### config.mk
export PLATFORM = sky130hd
export DESIGN_NAME = sync_up_counter
export DESIGN_NICKNAME = d
export VERILOG_FILES = /design/src/rtl/sync_up_counter.sv
export SDC_FILE = /design/constraint.sdc
export NUM_CORES = 1
export LEC_CHECK = 0
export BUFFER_PORTS_ARGS = -buffer_cell sky130_fd_sc_hd__buf_2
export CAP_MARGIN = 20
export CELL_PAD_IN_SITES_DETAIL_PLACEMENT = 1
export CELL_PAD_IN_SITES_GLOBAL_PLACEMENT = 2
export CORE_ASPECT_RATIO = 0.8
export CORE_MARGIN = 2
export CORE_UTILIZATION = 27
export CTS_CLUSTER_DIAMETER = 200
export DETAILED_ROUTE_END_ITERATION = 10
export GPL_TIMING_DRIVEN = 0
export PLACE_DENSITY_LB_ADDON = 0.1
export REMOVE_ABC_BUFFERS = 1
export SETUP_SLACK_MARGIN = 0.05
export SLEW_MARGIN = 20
export SYNTH_ARGS = -nofsm -noshare
export SYNTH_HDL_FRONTEND = slang
export SYNTH_SLANG_ARGS = --single-unit
export TNS_END_PERCENT = 20
### constraint.sdc
create_clock -name clk -period 2 [get_ports clk]
set_input_delay 0.1 -clock clk [delete_from_list [all_inputs] [get_ports clk]]
set_output_delay 0.1 -clock clk [all_outputs]
set_load 0.05 [all_outputs]
### src/rtl/sync_up_counter.sv
// sync_up_counter: synchronous modulo-MODULUS up counter that wraps from
// MODULUS-1 back to 0. It supports count enable, a parallel load, and a
// combinational terminal-count output for cascading. It also keeps a
// saturating wrap tally with a sticky overflow flag.
//
// Ports:
//   clk       in   rising-edge clock
//   reset     in   asynchronous active-low reset
//   en        in   count enable
//   load      in   parallel-load strobe (priority over en)
//   load_val  in   [WIDTH-1:0] value to load; values >= MODULUS are rejected
//   clr_ovf   in   synchronous clear of wrap_cnt and ovf
//   count_out out  [WIDTH-1:0] registered count
//   tc        out  terminal count: en & ~load & (count_out == MODULUS-1)
//   wrap_cnt  out  [WRAP_W-1:0] saturating number of wraps since reset/clear
//   ovf       out  sticky: a wrap happened while wrap_cnt was all-ones
//   load_err  out  one-cycle registered pulse for an out-of-range load
module sync_up_counter #(
  parameter int unsigned WIDTH   = 2,
  parameter int unsigned MODULUS = 4,
  parameter int unsigned WRAP_W  = 8
) (
  input  logic              clk,
  input  logic              reset,
  input  logic              en,
  input  logic              load,
  input  logic [WIDTH-1:0]  load_val,
  input  logic              clr_ovf,
  output logic [WIDTH-1:0]  count_out,
  output logic              tc,
  output logic [WRAP_W-1:0] wrap_cnt,
  output logic              ovf,
  output logic              load_err
);

  localparam logic [WIDTH-1:0] LAST    = WIDTH'(MODULUS - 1);
  // One extra bit so that MODULUS == 2**WIDTH is representable.
  localparam logic [WIDTH:0]   MOD_EXT = (WIDTH + 1)'(MODULUS);

  logic [WIDTH-1:0]  count_q, count_d;
  logic [WRAP_W-1:0] wrap_q, wrap_d;
  logic              ovf_q, ovf_d;
  logic              lerr_q, lerr_d;

  logic at_last;
  logic load_ok;
  logic wrap_evt;

  assign at_last  = (count_q == LAST);
  assign load_ok  = ({1'b0, load_val} < MOD_EXT);
  // A wrap happens only on a plain increment. A load never counts as a
  // wrap, even an invalid one, because en is ignored in that cycle.
  assign wrap_evt = en & ~load & at_last;

  always_comb begin
    count_d = count_q;
    lerr_d  = 1'b0;
    if (load) begin
      if (load_ok) count_d = load_val;
      else         lerr_d  = 1'b1;
    end else if (en) begin
      count_d = at_last ? '0 : count_q + 1'b1;
    end
  end

  always_comb begin
    wrap_d = wrap_q;
    ovf_d  = ovf_q;
    // The clear wins over a wrap in the same cycle, so that wrap is dropped.
    if (clr_ovf) begin
      wrap_d = '0;
      ovf_d  = 1'b0;
    end else if (wrap_evt) begin
      if (wrap_q == '1) ovf_d  = 1'b1;
      else              wrap_d = wrap_q + 1'b1;
    end
  end

  always_ff @(posedge clk or negedge reset) begin
    if (!reset) begin
      count_q <= '0;
      wrap_q  <= '0;
      ovf_q   <= 1'b0;
      lerr_q  <= 1'b0;
    end else begin
      count_q <= count_d;
      wrap_q  <= wrap_d;
      ovf_q   <= ovf_d;
      lerr_q  <= lerr_d;
    end
  end

  assign count_out = count_q;
  assign tc        = wrap_evt;
  assign wrap_cnt  = wrap_q;
  assign ovf       = ovf_q;
  assign load_err  = lerr_q;

endmodule

# After elaboration in Yosys (flattened, before gate mapping)
# Cells that the tools add are included.
# op_classes
n_addsub	2
n_eq_ne	3
n_mux	9
bitwise_logic	3
n_reduce_logical	5
# op_table
cell	count
8-bit two-way mux	3
8-bit by 1-bit adder with 8-bit output (second input constant)	1
8-bit equality test (second input constant)	1
2-bit two-way mux	3
2-bit nonzero test	3
2-bit AND reduction	2
1-bit two-way mux	3
2-bit by 1-bit adder with 2-bit output (second input constant)	1
1-bit bitwise AND	2
2-bit equality test (second input constant)	1
2-bit != test (second input constant)	1
1-bit NOT	1
# totals
ff_bits	11
inputBits	7
output_inout_bits	13
word_cells	25

# Longest topological paths before layout
# Gate-level depths: netlist of the first run.
# depth
depth_word	5
ltp_mapped	6
depth_no_buf	6

# Worst setup path before layout of the first run
# No wires, ideal clock.
# synth_path
path_type	register to register
from	register count_q[0] (netlist: count_out[0])
to	register wrap_q[5] (netlist: wrap_cnt[5])
setup_ns	0.078
arrival_ns	1.913
t_required_ns	1.922
path_slack_ns	0.010
path_stages_with_launch	6
path_buffers	0
synth_period_minus_slack_ns	1.990
cell_sequence	dfrtp_1 -> ha_1 -> nand3b_4 -> or2_4 -> or4_1 -> a21oi_1
# synth_between
elab_chain_len	4
# synth_rtl
item	line	source
from (decl)	40	logic [WIDTH-1:0] count_q, count_d;
from (signal assigned)	86	count_q <= count_d;
2-bit equality test	49	assign at_last = (count_q == LAST);
1-bit bitwise AND	53	assign wrap_evt = en & ~load & at_last;
2-bit nonzero test (no source line)	--	
2-bit AND reduction (no source line)	--	
to (signal assigned)	87	wrap_q <= wrap_d;
to (decl)	41	logic [WRAP_W-1:0] wrap_q, wrap_d;
# No other way between the ends.
# A chain may end at the register's enable or synchronous reset.

# Worst setup path in the final report of the first run
# Ends and elaborated chain as after synthesis.

==> results of run 1 <==
[worst max-delay path, stage by stage (launching register included)]
cell      delay (ns)
dfrtp_1         0.40
ha_1            0.23
nand3b_4        0.11
or2_4           0.27
or4_1           0.49
a21oi_1         0.15
[registers in the layout, summed over array words and instances (netlist names)]
register,flops
wrap_cnt,8
ovf,1
count_out,2
[metal layers]
layer / GRT usage [%] / part of all wire, %
met5: 0 / 0
met4: 5.71 / 1.5
met3: 5.97 / 5.0
met2: 19.3 / 42
met1: 15.7 / 51
[stage by stage]
stage          utilization, %  cell area (µm²)
2_1_floorplan               -              581
6_report                 34.8              738
5_1_grt                  34.8              738
3_5_place_dp             33.1              702
4_1_cts                  34.8              738
3_3_place_gp             33.1              702
[cell usage after synthesis]
library cell,n
a211oi_1,1
a21oi_1,4
a31oi_1,1
and3_1,1
and4_1,2
buf_1,1
buf_4,1
conb_1,1
dfrtp_1,11
ha_1,2
inv_1,1
mux2i_1,4
nand2_1,5
nand2b_1,1
nand3_1,3
nand3b_4,1
nand4_1,1
nor2_1,8
nor3_1,4
o21ai_0,3
o21ai_1,1
o31ai_1,1
or2_4,1
or3_1,1
or4_1,1
xor2_1,1
[area by class of cell]
cell class              instances  area, µm²  share of cell area (%)
repair buffers                 19        100                    13.6
inverters                       1       3.75                   0.508
flip-flops and latches         11        275                    37.3
well taps                      25       31.3                    4.24
multi-input cells              48        302                    40.8
clock buffers                   4       26.3                    3.56
[worst paths after layout]
kind                            slack [ns]           end    startpoint
worst max-delay path                  0.27   wrap_cnt[5]  count_out[0]
worst min-delay path                  0.04  count_out[0]   load_val[0]
worst max register to register        0.27   wrap_cnt[5]  count_out[0]
worst min register to register        0.51           ovf           ovf
max in group asynchronous             1.56   wrap_cnt[4]         reset
min in group asynchronous             0.23   wrap_cnt[1]         reset
[power breakdown]
part / total (W) / switching [W] / internal (W) / leakage, nW
combinational: 0.0000748 / 0.0000531 / 0.0000217 / 0.214
sequential: 0.000234 / 0.00000566 / 0.000228 / 0.150
clock: 0.000153 / 0.0000756 / 0.0000772 / 0.0150
[cells by family after synthesis]
| logic type | after synthesis | share of synthesized area, % |
|---|---|---|
| mux | 4 | 6.77 |
| buf+inv | 3 | 2.54 |
| compound gates | 11 | 10.4 |
| xor+xnor | 1 | 1.48 |
| fa+ha+maj | 2 | 4.23 |
| flops | 11 | 46.5 |
| simple gates | 29 | 27.5 |
| other cells | 1 | 0.634 |
==> flow_metrics.tcl, run 1 <==
set metrics [dict create \
    initial_core_util_pct 27.9 \
    yosysSeqAreaShare_pct 46.5 \
    cts_inserted_buffers 3 \
    grt.total_usage_pct 12.7 \
    grt_pass1_wl_mm 2.33 \
    firstDrtPassIters 2 \
    htree_num_levels 1 \
    hold-path-cell-count 3 \
    floorplan.io_pins 20 \
    p_total_w 0.000462 \
    chip_width_um 56.3 \
    initialDrtViolationCount 2 \
    setup.worst_path.class "reg2reg" \
    vdd_drop_max_mv 0.335 \
    post-synth-top-area-cell "dfrtp_1" \
    holdCritPathClass "in2reg" \
    yosysUniqueCellTypes 26 \
    required_ns 2.20 \
    filler_cell_count_in_the_final_layout 258 \
    place_congestion 0.687 \
    finalWorstPathRequiredPeriod_ns 1.73 \
    clock-skew-final_ns 0.000905 \
    post_cts_resize_count 0 \
    rows 15 \
    cts_tree "done" \
    core-area_um2 2120 \
    status "finished clean" \
    crit_fanout 5 \
    layout.cells.most_common "buf_2" \
    cts_hold_buf 1 \
    post-cts-setup-buffer-count 0 \
    synth_cells 62 \
    netlist_area_um2 592 \
    route.detailed.vias_per_inst 5.14 \
    synthToLayoutAreaGrowth_pct 24.7 \
    synth.ff_latch_count 11 \
    timing.critical_path.to_type "flip-flop" \
    grt_antenna_before_repair 0 \
    maxSlewViolCount 0 \
    cts-root-to-sink-buffers 2 \
    finalSetupViolations 0 \
    setup_repair_after_global_routing_missed_its_margin "no" \
    drv_cap 0 \
    post-synth-top-area-fraction_pct 46.5 \
    portbufs 18 \
    synth.area.top_cells "dfrtp_1 47%, mux2i_1 6.8%, nor2_1 5.1%" \
    ctsRootBufferMaster "clkbuf_4" \
    postSynthAreaPerCell_um2 9.55 \
    stdcell_count 108 \
    drt_wl_total_mm 1.39 \
    synth-warning-count 0 \
    setup_tns_ns 0 \
    power_density_nw_per_um2 625 \
    path_clk_slew_ns 0.07 \
    dpl_worst_slack_ns 0.295 \
    via_count 555 \
    nets 93 \
    timing.final.hold_violations 0 \
    final_min_period_over_clock_period_pct 86.4 \
    via_count_of_the_first_global_routing_pass 507 \
    rr_worst_depth 5 \
    tritoncts_num_sinks 11 \
    detailedPlacementHpwl_mm 1.06 \
    clkLatencyLatePin_ns 0.27 \
    antenna_cells_inserted 0 \
    clock.fmax_mhz 579 \
    layout-drive-gt1-share_pct 27.7 \
    dpl.cell_count 103 \
    timing.final.ws_setup_ns 0.273 \
    overflow 0 \
    die-height_um 45.9 \
    largest_net_degree_at_the_start_of_global_routing 12 \
    hold-worst-slack_ns 0.0433 \
    most-common-layout-cells "18 x buf_2, 11 x dfrtp_1, 8 x nor2_1, 5 x nand2_1" \
    crit_arrival_ns 1.93 \
    design.die.area_um2 2580 \
    drt.antenna.violating_nets 0 \
    power.leakage_nw 0.378 \
    setup.worst_path.start_class "flip-flop" \
    route.detailed.wl_per_inst_um 12.9 \
    post-route-drc-count 0 \
]
Note: power is estimated with default switching activity, not from simulation.
==> run 2: changes to the inputs <==
- REMOVE_ABC_BUFFERS: 1 -> not set
==> flow_metrics.tcl, run 2 (synthesis gave the netlist of run 1 again) <==
set metrics [dict create \
    final_min_period_over_clock_period_pct 85.4 \
    grt.total_usage_pct 13.1 \
    power_density_nw_per_um2 623 \
    setup.worst_path.start_class "flip-flop" \
    finalSetupViolations 0 \
    clock-skew-final_ns 0.00317 \
    mappedNetlistNets 71 \
    layout.cells.most_common "buf_2" \
    crit_fanout 5 \
    die-height_um 45.9 \
    post-cts-setup-buffer-count 0 \
    netSwitchingFraction_pct 29.3 \
    cells_along_the_critical_path "ha_1 -> nand3b_4 -> or2_4 -> or4_1 -> a21oi_1" \
    share_seq_of_total_power_pct 50.5 \
    timing.critical_path.slowest_stage_cell "or4_1" \
    most-common-layout-cells "17 x buf_2, 9 x dfrtp_1, 8 x nor2_1, 5 x nand2_1" \
    power.internal_w 0.000329 \
    p_sw_w 0.000136 \
    cts_tree "done" \
    holdCritPathClass "in2reg" \
    via_count 540 \
    layout-drive-gt1-share_pct 29.8 \
    floorplan.io_pins 20 \
    timing.critical_path.to_type "flip-flop" \
    pwr-share-clk_pct 33.0 \
    drt.antenna.violating_nets 0 \
    route.detailed.vias_per_inst 4.95 \
    chip_width_um 56.3 \
    ctsRootBufferMaster "clkbuf_4" \
    synthToLayoutAreaGrowth_pct 26.2 \
    via_count_of_the_first_global_routing_pass 500 \
    htree_num_levels 1 \
    filler_cell_count_in_the_final_layout 254 \
    cts_inserted_buffers 3 \
    maxSlewViolCount 0 \
    required_ns 2.19 \
    dpl.cell_count 104 \
    setup.worst_path.class "reg2reg" \
    design.die.area_um2 2580 \
    path_clk_slew_ns 0.07 \
    antenna_cells_inserted 0 \
    vdd_drop_max_mv 0.327 \
    share_of_power_burned_in_combinational_logic_pct 16.5 \
    critPathBufInv 0 \
    core-area_um2 2120 \
    rows 15 \
    portbufs 17 \
    initialDrtViolationCount 10 \
    route.detailed.wl_per_inst_um 13.2 \
    overflow 0 \
    detailedPlacementHpwl_mm 1.09 \
    timing.final.hold_violations 0 \
    stdcell_count 109 \
    post_cts_resize_count 0 \
    largest_reg_flops 8 \
    status "finished clean" \
    cts-root-to-sink-buffers 2 \
    power.leakage_nw 0.379 \
    clkLatencyLatePin_ns 0.27 \
    setup_repair_after_global_routing_missed_its_margin "no" \
    nets 94 \
    grt_antenna_before_repair 0 \
    finalWorstPathRequiredPeriod_ns 1.71 \
    firstDrtPassIters 4 \
    drv_cap 0 \
    post-route-drc-count 0 \
    clock.fmax_mhz 586 \
    initial_core_util_pct 27.9 \
    largest_net_degree_at_the_start_of_global_routing 12 \
    critical_path.top_delay_family "simple AND/OR/NAND/NOR gates" \
    place_congestion 0.685 \
    cp_max_stage_delay_ns 0.49 \
    final_core_util_pct 35.2 \
    drt_wl_total_mm 1.44 \
    grt_pass1_wl_mm 2.44 \
    setup_tns_ns 0 \
    sequential_cell_area_um2 278 \
    crit_arrival_ns 1.90 \
    tritoncts_num_sinks 11 \
    multiInputGateArea_um2 302 \
]
==> run 2: area by class of cell <==
cell class	count	share of cell area, %
clock buffer	4	3.52
buffer	2	1.51
tap	25	4.19
sequential	11	37.2
multi-input combinational	48	40.4
inverter	1	0.503
timing repair buffer	18	12.7
==> run 2: metrics by stage <==
step	worst slack [ns]	hold WS (ns)	cell area, µm²	power, W
global route	0.237	0.0557	747	0.000493
CTS	0.290	0.0259	747	0.000478
finish	0.293	0.0318	747	0.000466
detailed placement	0.313	-0.00196	711	0.000316
floorplan	0.168	-0.196	594	0.000291
global placement	0.301	-0.00460	711	0.000316
==> run 2: tightest hold or removal path, stage by stage <==
cell	delay (ns)
buf_2	0.07
nand2_1	0.03
o21ai_0	0.06
==> run 2: timing repair <==
| action | CTS | global route |
|---|---|---|
| hold buffers | 1 | 0 |
| endpoints found under the setup margin | 0 | 0 |
| hold endpoints to repair | 11 | 0 |
==> run 2: final timing paths <==
kind / startpoint / end / slack, ns / cells after the start
min reg2reg: ovf / ovf / 0.52 / 2
max in group asynchronous: reset / count_out[0] / 1.53 / 2
min: load_val[0] / count_out[0] / 0.03 / 3
max reg2reg: count_out[0] / wrap_cnt[5] / 0.29 / 5
min in group asynchronous: reset / wrap_cnt[7] / 0.24 / 2
max: count_out[0] / wrap_cnt[5] / 0.29 / 5
==> run 2: layer usage <==
metal | vias to the layer above | GRT usage, % | wire [µm]
met4 | 0 | 4.29 | 12
met1 | 257 | 18.0 | 726
li1 | 267 | - | -
met2 | 14 | 17.9 | 615
met3 | 2 | 6.25 | 88
met5 | - | 0 | 0
==> run 2: power by group through the flow <==
stage                     Clock (W)  Sequential (W)  Combinational, W
after global routing       0.000174        0.000236         0.0000832
after global placement            0        0.000240         0.0000760
after floorplan                   0        0.000261         0.0000301
final                      0.000154        0.000235         0.0000767
after CTS                  0.000164        0.000235         0.0000783
after detailed placement          0        0.000239         0.0000769
